--- config.mk ---
export PLATFORM = sky130hd
export DESIGN_NAME = tpu_serial_loader
export DESIGN_NICKNAME = d
export VERILOG_FILES = /design/src/rtl/tpu_serial_loader.sv
export SDC_FILE = /design/constraint.sdc
export NUM_CORES = 1
export LEC_CHECK = 0
export ABC_AREA = 1
export CAP_MARGIN = 20
export CORE_UTILIZATION = 35
export CTS_CLUSTER_SIZE = 40
export DETAILED_ROUTE_END_ITERATION = 10
export GPL_ROUTABILITY_DRIVEN = 0
export PLACE_DENSITY = 0.65
export SKIP_CTS_REPAIR_TIMING = 1
export SYNTH_ARGS = -nofsm -noshare
export SYNTH_HDL_FRONTEND = slang
export SYNTH_SLANG_ARGS = --single-unit
--- constraint.sdc ---
create_clock -name clk -period 4.9 [get_ports clk]
set_clock_uncertainty 0.2 [all_clocks]
set_input_delay 0.49 -clock clk [delete_from_list [all_inputs] [get_ports clk]]
set_output_delay 0.49 -clock clk [all_outputs]
set_load 0.01 [all_outputs]
--- src/rtl/tpu_serial_loader.sv ---
// Serial-to-parallel operand loader: X/Y bits arrive MSB-first, word 0 first, and assemble into N*D_W frames.
// A frame appears on mat_x/mat_y one edge after its last sample and is held until mat_ready; a frame completing behind an unaccepted one is dropped (overrun).
module tpu_serial_loader #(
   parameter int D_W = 8,
   parameter int N   = 2
) (
   input  logic             clk,
   input  logic             rst_n,
   input  logic             data_in_x,
   input  logic             data_in_y,
   input  logic             load_en,
   input  logic             init,
   output logic [N*D_W-1:0] mat_x,
   output logic [N*D_W-1:0] mat_y,
   output logic             mat_valid,
   input  logic             mat_ready,
   output logic             busy,
   output logic             overrun
);

   localparam int FW  = N * D_W;
   localparam int BCW = (D_W > 1) ? $clog2(D_W) : 1;
   localparam int WCW = (N > 1) ? $clog2(N) : 1;

   typedef enum logic {
      IDLE  = 1'b0,
      SHIFT = 1'b1
   } state_t;

   state_t         state_q, state_d;
   logic [BCW-1:0] bit_cnt_q, bit_cnt_d;
   logic [WCW-1:0] word_cnt_q, word_cnt_d;
   logic [FW-1:0]  asm_x_q, asm_x_d;
   logic [FW-1:0]  asm_y_q, asm_y_d;
   logic           last_bit;
   logic           last_word;
   logic           frame_done;
   logic           accept;

   always_comb begin
      state_d    = state_q;
      bit_cnt_d  = bit_cnt_q;
      word_cnt_d = word_cnt_q;
      asm_x_d    = asm_x_q;
      asm_y_d    = asm_y_q;
      last_bit   = (bit_cnt_q == BCW'(D_W - 1));
      last_word  = (word_cnt_q == WCW'(N - 1));
      frame_done = load_en && last_bit && last_word && !init;
      accept     = mat_valid && mat_ready;

      // Bit b of word w (b counts samples, so b=0 is the word's MSB).
      for (int w = 0; w < N; w++) begin
         for (int b = 0; b < D_W; b++) begin
            if (load_en && word_cnt_q == WCW'(w) && bit_cnt_q == BCW'(b)) begin
               asm_x_d[w*D_W + D_W - 1 - b] = data_in_x;
               asm_y_d[w*D_W + D_W - 1 - b] = data_in_y;
            end
         end
      end

      if (init) begin
         state_d    = IDLE;
         bit_cnt_d  = '0;
         word_cnt_d = '0;
         asm_x_d    = '0;
         asm_y_d    = '0;
      end else if (load_en) begin
         if (last_bit) begin
            bit_cnt_d  = '0;
            word_cnt_d = last_word ? '0 : word_cnt_q + 1'b1;
         end else begin
            bit_cnt_d = bit_cnt_q + 1'b1;
         end
         state_d = frame_done ? IDLE : SHIFT;
      end
   end

   assign busy = (state_q == SHIFT);

   always_ff @(posedge clk or negedge rst_n) begin
      if (!rst_n) begin
         state_q    <= IDLE;
         bit_cnt_q  <= '0;
         word_cnt_q <= '0;
         asm_x_q    <= '0;
         asm_y_q    <= '0;
      end else begin
         state_q    <= state_d;
         bit_cnt_q  <= bit_cnt_d;
         word_cnt_q <= word_cnt_d;
         asm_x_q    <= asm_x_d;
         asm_y_q    <= asm_y_d;
      end
   end

   // Holding registers: a frame completing in the acceptance cycle replaces the outgoing one.
   always_ff @(posedge clk or negedge rst_n) begin
      if (!rst_n) begin
         mat_x     <= '0;
         mat_y     <= '0;
         mat_valid <= 1'b0;
         overrun   <= 1'b0;
      end else if (init) begin
         mat_x     <= '0;
         mat_y     <= '0;
         mat_valid <= 1'b0;
         overrun   <= 1'b0;
      end else if (frame_done) begin
         if (!mat_valid || mat_ready) begin
            mat_x     <= asm_x_d;
            mat_y     <= asm_y_d;
            mat_valid <= 1'b1;
         end else begin
            overrun <= 1'b1;
         end
      end else if (accept) begin
         mat_valid <= 1'b0;
      end
   end

endmodule

==> flow_summary.ini <==
[setup_path]
cp_top_family = buffers and inverters
slowest_stage = clkdlybuf4s50_1
slowest_delay_ps = 620
worstRegToRegCells = 7
crit_cells = 6
path_cells = clkdlybuf4s50_1 > inv_2 > nand3_1 > nand2_1 > buf_4 > o21ai_0
cp_data_arrival_time_ps = 2930
worst_setup_path_start_kind = input pin
path_buf_inv = 3
path_class = in2reg
cp-end-kind = register
critPathRequiredTime_ps = 4910
reg2reg_setup_slack_ps = 2360
critPathMaxFanout = 35

[power]
power_density_mw_per_mm2 = 295
leakagePower_uw = 0.00202
power.internal_uw = 844
switchingPower_uw = 274
irDropWorstVdd_v = 0.000133
p_sw_share_pct = 24.5
comb_power_share_pct = 7.9
clkPwrFrac_pct = 39.8
power.share.sequential_pct = 52.4

[layout]
syn_to_final_growth_pct = 21.4
layout-drive-gt1-share_pct = 6.02
final_cell_area_mm2 = 0.00379
seq_area_mm2 = 0.00173
n_fill_cell = 905
num_antenna_cells = 0
multi_input_area_mm2 = 0.00108
fin_nets = 440

[yosys]
synth_cells = 387
ys_warn_count = 0
syn_area_mm2 = 0.00312
syn_avg_cell_area_um2 = 8.06
synth_nets = 400
synth_cell_types = 20
ys_seq_area_share_pct = 55.4
ys_ff_latch = 69

[sta]
fmax_ghz = 0.342
rsz0062_at_grt = false
maxSlewHeadroom_pct = 41.2
fin_ws_ps = 1970
tightest_slew_ps = 882
drv_slew = 0
finalHoldViolCount = 0
min_period_ps = 2930
fin_crit_sh_pct = 59.7
setup_violations = 0
setup_tns_ps = 0

[job]
maxCapViolCount = 0

[die]
die_h_um = 96.4
dieWidth_um = 96.4
ioPinCount = 42
fp.dieArea_mm2 = 0.00929
start_util_pct = 35.9
row_count = 34
core-area_mm2 = 0.00868

[global_route]
grt_usage_pct = 16.3
antenna_found_initial = 0
grt_pass1_vias = 2466
grt_pass1_wl_mm = 11.4
grt_max_degree = 70
grt_overflow = 0

[route]
via_per_inst = 4.60
num_vias = 2484
drc = 0
first_pass_iters = 4
post_drt_wl_per_cell_um = 12.3
drt_iter0_drc = 136
routed_wirelength_mm = 6.66
drtAntennaViolNets = 0

[placed_design]
port_buffers = 41
placed_cell_area_mm2 = 0.00358
place_ws_ps = 1620
place.detailed.hpwl_mm = 4.50

[cts]
clock-root-buffer = clkbuf_8
clk_pin_slew_ps = 70
htreeDepth = 3
cts_buffers = 9
clockBufferDepth = 2
cts_tree = yes
worst_skew_pair.late_latency_ps = 340
cts_num_sinks = 69

[min_path]
hp-class = in2async

[run_status]
outcome = complete, no violations
## synthesized netlist by cell type
library cell | number | area [µm²]
a21oi_1 | 1 | 5.00
buf_1 | 2 | 7.51
buf_2 | 4 | 20.0
buf_4 | 3 | 22.5
buf_6 | 3 | 33.8
clkbuf_1 | 3 | 11.3
dfrtp_1 | 69 | 1730
ha_1 | 6 | 75.1
inv_1 | 54 | 203
inv_2 | 3 | 11.3
nand2_1 | 134 | 503
nand2_2 | 2 | 12.5
nand3_1 | 35 | 175
nand3_2 | 1 | 10.0
nand4_1 | 8 | 50.1
nor2_1 | 38 | 143
o21ai_0 | 15 | 75.1
o21ai_1 | 4 | 20.0
o22ai_1 | 1 | 6.26
o31ai_1 | 1 | 7.51
## cells in the final DEF, fill, tap and decap left out
cell type / n
clkinv_2: 2
nand3_1: 35
inv_1: 54
o21ai_1: 4
inv_2: 3
buf_4: 2
clkdlybuf4s50_1: 40
o31ai_1: 1
dfrtp_1: 69
o22ai_1: 1
nor2_1: 38
buf_6: 1
nand3_2: 1
o21ai_0: 15
a21oi_1: 1
nand2_1: 134
ha_1: 6
buf_2: 1
clkinvlp_4: 1
clkbuf_8: 13
nand4_1: 8
nand2_2: 2
## kinds of logic after synthesis
logic type / after synthesis / share of synthesized area [%]
AND/OR/NAND/NOR: 218 / 28.7
buffers and inverters: 72 / 9.91
flip-flops: 69 / 55.4
AO/OA/AOI/OAI: 22 / 3.65
adder cells (fa/ha/maj): 6 / 2.41
## state kept, by name, summed over array words and instances, names as in the netlist
register   count
mat_y         16
overrun        1
busy           1
asm_x_q       15
mat_x         16
bit_cnt_q      3
last_word      1
mat_valid      1
asm_y_q       15
## power groups by stage
stage	logic [µW]	registers, µW	clock network, µW
after floorplan	50.4	598	0
after global placement	86.7	596	0
after detailed placement	88.0	596	0
after CTS	88.5	585	460
after global routing	101	586	483
final	88.1	585	445
## stage by stage
stage | instances | power [µW] | util [%] | hold slack [ps]
floorplan | 387 | 648 | - | -5.59
global placement | 523 | 683 | 41.2 | 267
detailed placement | 523 | 684 | 41.2 | 272
CTS | 539 | 1130 | 43.5 | 174
global route | 540 | 1170 | 43.6 | 237
finish | 540 | 1120 | 43.6 | 121
## final timing paths
| check | start | to |
|---|---|---|
| worst max-delay path | init | mat_y[8]$_DFFE_PN0P_ |
| worst min-delay path | rst_n | mat_y[3]$_DFFE_PN0P_ |
| worst max register to register | bit_cnt_q[0]$_DFFE_PN0P_ | mat_y[8]$_DFFE_PN0P_ |
| worst min register to register | mat_x[3]$_DFFE_PN0P_ | mat_x[3]$_DFFE_PN0P_ |
| max in group asynchronous | rst_n | asm_x_q[7]$_DFF_PN0_ |
| min in group clk | mat_x[3]$_DFFE_PN0P_ | mat_x[3]$_DFFE_PN0P_ |
## metal layers
| layer | share of wire, % | track usage [%] |
|---|---|---|
| met5 | 0 | 0 |
| met4 | 0.86 | 5.76 |
| met3 | 4.6 | 4.30 |
| met2 | 45 | 25.7 |
| met1 | 50 | 21.7 |
## final cells by class
| type | instances | share of cell area, % |
|---|---|---|
| clock buffers | 13 | 4.73 |
| clock inverters | 3 | 0.463 |
| inverters | 57 | 5.65 |
| multi-input cells | 246 | 28.6 |
| flip-flops and latches | 69 | 45.6 |
| well taps | 108 | 3.57 |
| repair buffers | 44 | 11.4 |
Note: power is estimated with default switching activity, not from simulation.
